$ cat src/rtl/bicintp_pkg.sv
// bicintp_pkg: shared types and constants for the bicubic-interpolation
// sequencer (bicintp_seq) and its tap-address helper.
package bicintp_pkg;

   localparam int FRAC_W = 8;   // fractional bits of the 11.8 / 8.8 coordinates
   localparam int TAPS   = 4;   // column taps per output pixel

   // Source step per destination pixel/row, 8.8 unsigned fixed point.
   typedef logic [15:0] step_t;

   typedef enum logic [2:0] {
      IDLE      = 3'd0,
      WAIT_LINE = 3'd1,
      ISSUE     = 3'd2,
      HOLD      = 3'd3,
      ROW_END   = 3'd4,
      DRAIN     = 3'd5,
      DONE      = 3'd6
   } state_t;

endpackage

$ cat src/rtl/bicintp_seq_if.sv
// bicintp_seq_if: frame control, line-buffer, RAM, datapath and credit
// signals of the bicubic sequencer, bundled with master (sequencer) and
// slave (environment) modports. dbg_state exposes the sequencer FSM.
//
// Handshakes: line_req/line_rdy is level based -- the sequencer holds
// line_req high in WAIT_LINE and moves on only in a cycle where line_rdy is
// sampled high at the clock edge. ram_rd_en and intp_enb are fire-and-forget
// strobes with no ready; flow control comes solely from fifo_afull and the
// pix_vld credit return, both evaluated only at pixel-group boundaries.
interface bicintp_seq_if #(parameter int AW = 11);
   import bicintp_pkg::*;

   logic          start;
   logic [AW-1:0] cfg_src_w;
   logic [AW-1:0] cfg_dst_w;
   logic [AW-1:0] cfg_dst_h;
   step_t         cfg_step_x;
   step_t         cfg_step_y;
   logic          line_req;
   logic [AW-1:0] line_y;
   logic          line_rdy;
   logic          line_adv;
   logic          ram_rd_en;
   logic [AW-1:0] ram_rd_addr;
   logic          intp_enb;
   logic [7:0]    intp_fx;
   logic [7:0]    intp_fy;
   logic [1:0]    intp_tap;
   logic          pix_vld;
   logic          fifo_afull;
   logic          busy;
   logic          done;
   state_t        dbg_state;

   modport master (
      input  start, cfg_src_w, cfg_dst_w, cfg_dst_h, cfg_step_x, cfg_step_y,
      input  line_rdy, pix_vld, fifo_afull,
      output line_req, line_y, line_adv, ram_rd_en, ram_rd_addr,
      output intp_enb, intp_fx, intp_fy, intp_tap, busy, done, dbg_state
   );

   modport slave (
      output start, cfg_src_w, cfg_dst_w, cfg_dst_h, cfg_step_x, cfg_step_y,
      output line_rdy, pix_vld, fifo_afull,
      input  line_req, line_y, line_adv, ram_rd_en, ram_rd_addr,
      input  intp_enb, intp_fx, intp_fy, intp_tap, busy, done, dbg_state
   );

endinterface

$ cat src/rtl/bicintp_tap_addr.sv
// bicintp_tap_addr: column address of tap k around base column, a = base+k-1.
// Build option BICINTP_EDGE_CLAMP_EN: when defined the address is clamped to
// [0, src_w-1]; otherwise it wraps modulo 2^AW (border pixels are garbage).
module bicintp_tap_addr #(
   parameter int AW = 11
) (
   input  logic [AW-1:0] base,
   input  logic [1:0]    tap,
   input  logic [AW-1:0] src_w,
   output logic [AW-1:0] addr
);

`ifdef BICINTP_EDGE_CLAMP_EN
   // Two guard bits: the top bit flags base+k-1 < 0, the next catches sums past 2^AW-1.
   logic [AW+1:0] sum;
   logic [AW-1:0] last_col;

   // Signed tap address, then clamp both ends to the source line.
   always_comb begin
      sum      = {2'b00, base} + {{AW{1'b0}}, tap} - (AW+2)'(1);
      last_col = src_w - AW'(1);
      if (sum[AW+1])
         addr = '0;
      else if (sum[AW:0] > {1'b0, last_col})
         addr = last_col;
      else
         addr = sum[AW-1:0];
   end
`else
   logic unused_src_w;

   assign unused_src_w = ^src_w;
   // Plain modulo-2^AW address; tap 0 at base 0 wraps to the all-ones column.
   assign addr = base + {{(AW-2){1'b0}}, tap} - AW'(1);
`endif

endmodule

$ cat src/rtl/bicintp_seq.sv
// bicintp_seq: walks the destination frame in 11.8 source coordinates and, per
// output pixel, issues four contiguous line-buffer column reads plus the
// matching intp_* strobes (one cycle later, aligned with RAM data).
// Flow control: line_rdy per row, fifo_afull and an in-flight pixel credit
// counter checked only between four-tap groups.
// Build option BICINTP_EDGE_CLAMP_EN selects clamped edge addresses.
module bicintp_seq
   import bicintp_pkg::*;
#(
   parameter int AW           = 11,
   parameter int MAX_INFLIGHT = 8
) (
   input  logic         sys_clk,
   input  logic         sys_rstn,
   bicintp_seq_if.master bus
);

   localparam int ACC_W = AW + FRAC_W;
   localparam int CW    = $clog2(MAX_INFLIGHT + 1);

   state_t           state_q, state_d;
   logic [AW-1:0]    src_w_q, dst_w_q, dst_h_q;
   step_t            step_x_q, step_y_q;
   logic [ACC_W-1:0] x_acc_q, y_acc_q;
   logic [AW-1:0]    col_q, row_q;
   logic [1:0]       tap_q;
   logic [CW-1:0]    inflight_q;
   logic [AW-1:0]    tap_addr;
   logic             issue_ok, last_tap, last_col, last_row;
   logic             tap0_fire, credit_ret;

   assign issue_ok   = !bus.fifo_afull && (inflight_q < CW'(MAX_INFLIGHT));
   assign last_tap   = (tap_q == 2'(TAPS - 1));
   assign last_col   = (col_q == dst_w_q - AW'(1));
   assign last_row   = (row_q == dst_h_q - AW'(1));
   assign tap0_fire  = (state_q == ISSUE) && (tap_q == 2'd0);
   assign credit_ret = bus.pix_vld && (inflight_q != '0);

   bicintp_tap_addr #(.AW(AW)) u_tap_addr (
      .base  (x_acc_q[ACC_W-1:FRAC_W]),
      .tap   (tap_q),
      .src_w (src_w_q),
      .addr  (tap_addr)
   );

   // FSM state register.
   always_ff @(posedge sys_clk or negedge sys_rstn) begin
      if (!sys_rstn) state_q <= IDLE;
      else           state_q <= state_d;
   end

   // FSM next state; a four-tap group always runs to completion.
   always_comb begin
      state_d = state_q;
      case (state_q)
         IDLE:      if (bus.start) state_d = WAIT_LINE;
         WAIT_LINE: if (bus.line_rdy && issue_ok) state_d = ISSUE;
         ISSUE: begin
            if (last_tap) begin
               if (last_col)      state_d = ROW_END;
               else if (issue_ok) state_d = ISSUE;
               else               state_d = HOLD;
            end
         end
         HOLD:      if (issue_ok) state_d = ISSUE;
         ROW_END:   state_d = last_row ? DRAIN : WAIT_LINE;
         DRAIN:     if (inflight_q == '0) state_d = DONE;
         DONE:      state_d = IDLE;
         default:   state_d = IDLE;
      endcase
   end

   // FSM outputs; every one decodes registered state only.
   always_comb begin
      bus.line_req    = (state_q == WAIT_LINE);
      bus.line_y      = y_acc_q[ACC_W-1:FRAC_W];
      bus.line_adv    = (state_q == ROW_END);
      bus.ram_rd_en   = (state_q == ISSUE);
      bus.ram_rd_addr = (state_q == ISSUE) ? tap_addr : '0;
      bus.busy        = (state_q != IDLE);
      bus.done        = (state_q == DONE);
      bus.dbg_state   = state_q;
   end

   // Configuration latch, coordinate accumulators and position counters.
   always_ff @(posedge sys_clk or negedge sys_rstn) begin
      if (!sys_rstn) begin
         src_w_q  <= '0;
         dst_w_q  <= '0;
         dst_h_q  <= '0;
         step_x_q <= '0;
         step_y_q <= '0;
         x_acc_q  <= '0;
         y_acc_q  <= '0;
         col_q    <= '0;
         row_q    <= '0;
         tap_q    <= '0;
      end else begin
         case (state_q)
            IDLE: begin
               if (bus.start) begin
                  src_w_q  <= bus.cfg_src_w;
                  dst_w_q  <= bus.cfg_dst_w;
                  dst_h_q  <= bus.cfg_dst_h;
                  step_x_q <= bus.cfg_step_x;
                  step_y_q <= bus.cfg_step_y;
                  x_acc_q  <= '0;
                  y_acc_q  <= '0;
                  col_q    <= '0;
                  row_q    <= '0;
                  tap_q    <= '0;
               end
            end
            ISSUE: begin
               // tap_q wraps 3 -> 0, so a following group starts at tap 0.
               tap_q <= tap_q + 2'd1;
               if (last_tap) begin
                  x_acc_q <= x_acc_q + ACC_W'(step_x_q);
                  col_q   <= col_q + AW'(1);
               end
            end
            ROW_END: begin
               y_acc_q <= y_acc_q + ACC_W'(step_y_q);
               x_acc_q <= '0;
               col_q   <= '0;
               row_q   <= row_q + AW'(1);
            end
            default: ;
         endcase
      end
   end

   // Pixel credits: +1 on tap 0, -1 on pix_vld, unchanged when both coincide.
   always_ff @(posedge sys_clk or negedge sys_rstn) begin
      if (!sys_rstn)
         inflight_q <= '0;
      else if (tap0_fire && !credit_ret)
         inflight_q <= inflight_q + CW'(1);
      else if (!tap0_fire && credit_ret)
         inflight_q <= inflight_q - CW'(1);
   end

   // Datapath strobes, one cycle behind ram_rd_en to line up with RAM data.
   always_ff @(posedge sys_clk or negedge sys_rstn) begin
      if (!sys_rstn) begin
         bus.intp_enb <= 1'b0;
         bus.intp_tap <= '0;
         bus.intp_fx  <= '0;
         bus.intp_fy  <= '0;
      end else begin
         bus.intp_enb <= (state_q == ISSUE);
         bus.intp_tap <= (state_q == ISSUE) ? tap_q : 2'd0;
         if (tap0_fire) begin
            bus.intp_fx <= x_acc_q[FRAC_W-1:0];
            bus.intp_fy <= y_acc_q[FRAC_W-1:0];
         end
      end
   end

endmodule
$ cat src/flat_wrapper.sv
// flat-port wrapper written by rule: the top's interface ports become plain ports
module bicintp_seq_flat import bicintp_pkg::*;
#(
   parameter int AW           = 11,
   parameter int MAX_INFLIGHT = 8
)
  (sys_clk, sys_rstn, bus_start, bus_cfg_src_w, bus_cfg_dst_w, bus_cfg_dst_h, bus_cfg_step_x, bus_cfg_step_y, bus_line_rdy, bus_pix_vld, bus_fifo_afull, bus_line_req, bus_line_y, bus_line_adv, bus_ram_rd_en, bus_ram_rd_addr, bus_intp_enb, bus_intp_fx, bus_intp_fy, bus_intp_tap, bus_busy, bus_done, bus_dbg_state);
  bicintp_seq_if #(.AW(AW)) bus_i ();
  input  logic sys_clk;
  input  logic sys_rstn;
  input wire logic [$bits(bus_i.start)-1:0] bus_start;
  input wire logic [$bits(bus_i.cfg_src_w)-1:0] bus_cfg_src_w;
  input wire logic [$bits(bus_i.cfg_dst_w)-1:0] bus_cfg_dst_w;
  input wire logic [$bits(bus_i.cfg_dst_h)-1:0] bus_cfg_dst_h;
  input wire logic [$bits(bus_i.cfg_step_x)-1:0] bus_cfg_step_x;
  input wire logic [$bits(bus_i.cfg_step_y)-1:0] bus_cfg_step_y;
  input wire logic [$bits(bus_i.line_rdy)-1:0] bus_line_rdy;
  input wire logic [$bits(bus_i.pix_vld)-1:0] bus_pix_vld;
  input wire logic [$bits(bus_i.fifo_afull)-1:0] bus_fifo_afull;
  output wire logic [$bits(bus_i.line_req)-1:0] bus_line_req;
  output wire logic [$bits(bus_i.line_y)-1:0] bus_line_y;
  output wire logic [$bits(bus_i.line_adv)-1:0] bus_line_adv;
  output wire logic [$bits(bus_i.ram_rd_en)-1:0] bus_ram_rd_en;
  output wire logic [$bits(bus_i.ram_rd_addr)-1:0] bus_ram_rd_addr;
  output wire logic [$bits(bus_i.intp_enb)-1:0] bus_intp_enb;
  output wire logic [$bits(bus_i.intp_fx)-1:0] bus_intp_fx;
  output wire logic [$bits(bus_i.intp_fy)-1:0] bus_intp_fy;
  output wire logic [$bits(bus_i.intp_tap)-1:0] bus_intp_tap;
  output wire logic [$bits(bus_i.busy)-1:0] bus_busy;
  output wire logic [$bits(bus_i.done)-1:0] bus_done;
  output wire logic [$bits(bus_i.dbg_state)-1:0] bus_dbg_state;
  assign bus_i.start = bus_start;
  assign bus_i.cfg_src_w = bus_cfg_src_w;
  assign bus_i.cfg_dst_w = bus_cfg_dst_w;
  assign bus_i.cfg_dst_h = bus_cfg_dst_h;
  assign bus_i.cfg_step_x = bus_cfg_step_x;
  assign bus_i.cfg_step_y = bus_cfg_step_y;
  assign bus_i.line_rdy = bus_line_rdy;
  assign bus_i.pix_vld = bus_pix_vld;
  assign bus_i.fifo_afull = bus_fifo_afull;
  assign bus_line_req = bus_i.line_req;
  assign bus_line_y = bus_i.line_y;
  assign bus_line_adv = bus_i.line_adv;
  assign bus_ram_rd_en = bus_i.ram_rd_en;
  assign bus_ram_rd_addr = bus_i.ram_rd_addr;
  assign bus_intp_enb = bus_i.intp_enb;
  assign bus_intp_fx = bus_i.intp_fx;
  assign bus_intp_fy = bus_i.intp_fy;
  assign bus_intp_tap = bus_i.intp_tap;
  assign bus_busy = bus_i.busy;
  assign bus_done = bus_i.done;
  assign bus_dbg_state = bus_i.dbg_state;
  bicintp_seq #(.AW(AW), .MAX_INFLIGHT(MAX_INFLIGHT)) u_core (.sys_clk(sys_clk), .sys_rstn(sys_rstn), .bus(bus_i));
endmodule
$ cat config.mk
export PLATFORM = sky130hd
export DESIGN_NAME = bicintp_seq_flat
export DESIGN_NICKNAME = d
export VERILOG_FILES = /design/src/rtl/bicintp_pkg.sv /design/src/rtl/bicintp_seq_if.sv /design/src/rtl/bicintp_tap_addr.sv /design/src/rtl/bicintp_seq.sv /design/src/flat_wrapper.sv
export SDC_FILE = /design/constraint.sdc
export NUM_CORES = 1
export LEC_CHECK = 0
export ABC_AREA = 1
export BUFFER_PORTS_ARGS = -buffer_cell sky130_fd_sc_hd__buf_4
export CAP_MARGIN = 20
export CORE_UTILIZATION = 51
export CTS_CLUSTER_DIAMETER = 40
export CTS_CLUSTER_SIZE = 30
export DETAILED_ROUTE_END_ITERATION = 7
export PLACE_DENSITY = 0.82
export SLEW_MARGIN = 5
export SYNTH_ARGS = -nofsm -noshare
export SYNTH_HDL_FRONTEND = slang
export SYNTH_HIERARCHICAL = 1
export SYNTH_SLANG_ARGS = --single-unit
export TNS_END_PERCENT = 100
$ cat constraint.sdc
create_clock -name sys_clk -period 2.4 [get_ports sys_clk]
set_input_delay 0.12 -clock sys_clk [delete_from_list [all_inputs] [get_ports sys_clk]]
set_output_delay 0.12 -clock sys_clk [all_outputs]
set_load 0.02 [all_outputs]
Yosys cells after proc, flatten, opt, wreduce, memory -nomap -nowiden
Index checks and enable logic that the tools add are counted.

Order comparisons: 1. Equality and inequality tests: 14. Add/sub/neg operators: 11. Reduce and logical (&&, ||, !) cells: 23. Mux-type cells: 23.

Operators by type and width (number): $pmux W19 S3 (1); $add A19 B16 Y19 (2); $mux W19 (2); $pmux W19 S2 (1); $mux W11 (3); $pmux W11 S3 (1); $sub A11 B1 Y11 const B (3); $add A11 B1 Y11 const B (2); $eq A11 B11 Y1 (2); $pmux W11 S2 (1); $mux W3 (7); $pmux W3 S6 (1); $add A11 B2 Y11 (1); $eq A3 B3 Y1 const B (3); $mux W4 (2); $ne A2 B1 Y1 const B (4); $eq A3 B2 Y1 const B (2); $logic_and A1 B1 Y1 (6); $reduce_and A2 Y1 (3); $reduce_bool A2 Y1 (3); $reduce_bool A3 Y1 (2); $reduce_and A5 Y1 (1); $add A4 B1 Y4 const B (1); $logic_not A4 Y1 (1); other kinds (14) (17).

Output and inout bits: 49. Word-level logic and storage cells: 87. Register bits: 142. Input bits: 71.

Depth between registers and ports, before layout
Word-level depth: 6. Depth in mapped cells: 16. Mapped depth without buffers: 16.

By module
Netlist, hierarchy kept.

Modules (own cells, without submodules): bicintp_seq (area each 8874.8 µm², cells an instance 1201, times used 1, sequential area each 3828.7 µm²); bicintp_tap_addr (area each 549.3 µm², cells an instance 101, times used 1, sequential area each 0.0 µm²).

Least setup slack after synthesis
Ideal clock, no wire load.

Kind: register to register. Start: register u_core.state_q[2] (netlist: u_core/bus.dbg_state[2]). End: register u_core.inflight_q[3]. Slack: -0.093 ns. Library setup time: 0.125 ns. Data required time: 2.275 ns. Path buffers: 1. Arrival time: 2.368 ns. Period minus slack after synthesis: 2.493 ns. Stages on the path, launching flop included: 16. Cells stage by stage: dfrtp_1 inv_1 nand2_4 inv_2 nand2_1 clkbuf_1 inv_1 ha_1 inv_1 ha_1 a21o_1 a21oi_1 nand2_1 nand2_1 nor2_1 xor2_1.

Cells in the longest elaborated chain, start to end: 5. Elaborated cells between the ends (all ways): 7. Classes of those cells: eq/ne (1); mux (1); reduce/logical (5).

RTL lines: from (decl) (RTL line bicintp_seq.sv:21) `state_t state_q, state_d;`; from (signal assigned) (RTL line bicintp_seq.sv:49) `else state_q <= state_d;`; $eq A3 B2 Y1 * (RTL line bicintp_seq.sv:36) `assign tap0_fire = (state_q == ISSUE) && (tap_q == 2'd0);`; $logic_and A1 B1 Y1 * (RTL line bicintp_seq.sv:36); via u_core.tap0_fire (RTL line bicintp_seq.sv:30) `logic tap0_fire, credit_ret;`; $logic_not A1 Y1 (RTL line bicintp_seq.sv:139) `else if (!tap0_fire && credit_ret)`; $logic_and A1 B1 Y1 (RTL line bicintp_seq.sv:139); $reduce_bool A2 Y1 (no line); to (signal assigned) (RTL line bicintp_seq.sv:138) `inflight_q <= inflight_q + CW'(1);`; to (signal assigned) (RTL line bicintp_seq.sv:140) `inflight_q <= inflight_q - CW'(1);`; to (decl) (RTL line bicintp_seq.sv:27) `logic [CW-1:0] inflight_q;`.

The timed path passes the listed nets; every way through them passes the cells marked *. A chain may end at the register's enable or synchronous reset.

Worst setup path after layout
Start: register u_core.tap_q[1]. End: output bus_ram_rd_addr[9].

Cells in the longest elaborated chain, start to end: 3.

RTL lines: from (decl) (RTL line bicintp_seq.sv:26) `logic [1:0] tap_q;`; from (signal assigned) (RTL line bicintp_seq.sv:116) `tap_q <= tap_q + 2'd1;`; $add A11 B2 Y11 (RTL line bicintp_tap_addr.sv:34) `assign addr = base + {{(AW-2){1'b0}}, tap} - AW'(1);`; $sub A11 B1 Y11 (RTL line bicintp_tap_addr.sv:34); via u_core.tap_addr[9] (RTL line bicintp_seq.sv:28) `logic [AW-1:0] tap_addr;`; $mux W11 (RTL line bicintp_seq.sv:79) `bus.ram_rd_addr = (state_q == ISSUE) ? tap_addr : '0;`; to (decl) (RTL line flat_wrapper.sv:24) `output wire logic [$bits(bus_i.ram_rd_addr)-1:0] bus_ram_rd_addr;`.

The timed path passes the listed nets, and every way through them passes these cells.

==> flow_summary.ini <==
[outcome]
status = finished with violations
violations = setup timing

[final_layout]
final_common_cell = nand2_1
final_cell_count_no_fill = 1664
final_cell_mix = 427 x nand2_1, 152 x inv_1, 139 x dfrtp_1, 130 x buf_4, 99 x nor2_1
n_antenna_cell = 0
area_growth_pct = 25.4
layout-drive-gt1-share = 0.142
num-fill-cells = 1444
nets = 1553

[timing]
period_minus_slack_ns = 2.55
relSlewSlack = 0.617
worst_slack_ns = -0.153
worst_pin_slew_ns = 0.575
max_freq_ghz = 0.392
period_share = 1.06
setup_viol = 4
drv_slew = 0
finClkSkew_ns = 0.00632
hold_violations = 0
rsz0062_at_grt = yes

[placed_design]
dp_slack_ns = 0.0864
numPortBuffers = 108
dp.cells = 1568
dpl.hpwl_um = 15500
gp_congestion = 0.902

[run]
cap_violations = 0

[pwr]
p_seq_frac = 0.284
leakage_nw = 6.06
max-vdd-ir-drop_uv = 956
power.density_nw_per_um2 = 1200
clock_power_share = 0.198
power.share.switching = 0.444
p_switching_w = 0.00602
combPwrFrac = 0.518
p_int_w = 0.00754

[worst_setup_path]
critical_path_buf_inv_count = 5
start_kind = flip-flop
cp_slowest_stage_delay_ns = 0.39
path_max_fanout = 3
timing.critical_path.from = u_core/tap_q[1]
worstPathArrival_ns = 2.43
critical_path_class = flip-flop to output port
crit_required_ns = 2.28
path_cells = inv_2 > ha_4 > inv_4 > ha_4 > inv_2 > fa_2 > o21ai_4 > nand2_2 > nand2_1 > nand2_1 > nand2_1 > inv_1 > nor2_1 > buf_4
slowest_stage = dfrtp_1
r2r-start = u_core/tap_q[1]
cpLargestDelayFamily = adder cells
crit_top_cell = nand2_1
regToRegSetupSlack_ns = 0.18
cp-end-kind = output port

[min_path]
hold_class = input pin to flip-flop
hp-start = bus_fifo_afull

[global_route]
grt_max_degree = 64
antenna_found_initial = 0
grt_pass1_vias = 8461
overflow = 0
grt_usage = 0.255
grt_pass1_wl_um = 37500

[cts]
clk_pin_slew_ns = 0.06
cts_made_buffers = 17
cts.sinks = 142
htree_levels = 4
clockBufferDepth = 2
worstSkewPairLatency_ns = 0.42
cts_tree = done
cts-root-buf = clkbuf_16

[die]
rows = 48
initial_core_util = 0.522
dieArea_um2 = 18200
ios = 120
die_w_um = 135
coreArea_um2 = 17300
die_y_um = 135

[yosys]
syn_nets = 1385
syn_inst = 1258
yosys_warnings = 6
postSynthAreaPerCell_um2 = 7.17
syn_area_um2 = 9020

[drt]
drc = 0
drt-total-wl_um = 22000
wl_per_cell_um = 13.2
vias = 8629
drtIter0Drc = 538
ant_nets = 0
firstDrtPassIters = 5
viasPerCell = 5.19
## metal layers
metal  GRT usage  wire (um)  vias to the layer above
li1            -          -                     4332
met1       0.315       9530                     4010
met2       0.447      10900                      253
met3      0.0492       1180                       34
met4      0.0855        357                        0
met5           0          0                        -
## power groups by stage
stage               clock, W  sequential (W)  combinational (W)
finish               0.00268         0.00385            0.00702
global placement           0         0.00385            0.00635
detailed placement         0         0.00388            0.00653
floorplan                  0         0.00389            0.00476
global route         0.00284         0.00394            0.00797
CTS                  0.00273         0.00385            0.00682
## worst register-to-register path: cells and delay by family (launching register included)
family / cells / cell delay [ns]
adders and majority gates: 3 / 0.59
DFF: 1 / 0.39
AOI/OAI and AO/OA: 2 / 0.30
xor gates and xnor gates: 1 / 0.14
buffers and inverters: 5 / 0.46
and+or+nand+nor: 4 / 0.24
## registers in the layout, summed over array words and instances (netlist names), 3 cells and up
register and count:
u_core/bus.dbg_state 3, u_core/bus.intp_fx 8, u_core/bus.intp_fy 8, u_core/col_q 11, u_core/dst_h_q 11, u_core/dst_w_q 11
u_core/inflight_q 4, u_core/row_q 11, u_core/step_x_q 16, u_core/step_y_q 16, u_core/x_acc_q 19, u_core/y_acc_q 19
## repair_timing
action,in CTS,in global routing
buffers inserted,5,5
resized for setup,7,15
hold buffers,55,0
setup endpoints to repair,4,8
endpoints found under the hold margin,114,0
pin swaps,6,11
cloned,0,0
## per-stage QoR
step | power, W | TNS (ns) | hold slack (ns) | instance area (um^2) | utilization
after CTS | 0.0134 | -0.478 | 0.111 | 11200 | 0.650
after detailed placement | 0.0104 | 0 | 0.146 | 10000 | 0.580
after global placement | 0.0102 | 0 | 0.142 | 10000 | 0.580
after global routing | 0.0148 | -1.02 | 0.152 | 11300 | 0.655
final | 0.0136 | -0.445 | 0.124 | 11300 | 0.655
after floorplan | 0.00866 | 0 | -0.176 | 9030 | -
## worst paths after layout
path / to / depth (start not counted)
setup / recovery: bus_ram_rd_addr[9] / 14
hold / removal: u_core/bus.dbg_state[0] / 7
setup reg to reg: u_core/inflight_q[3] / 15
hold reg to reg: u_core/step_y_q[0] / 2
max in group asynchronous: u_core/step_x_q[7] / 3
min in group asynchronous: u_core/dst_h_q[1] / 2
## cell type report
class	count	area (um^2)	share of cell area
inverter	161	607	0.0536
sequential	142	3560	0.314
timing repair buffer	188	1570	0.139
tap	225	282	0.0249
clock buffer	18	429	0.0379
clock inverter	14	166	0.0147
multi-input combinational	916	4710	0.416
Note: power is estimated with default switching activity, not from simulation.
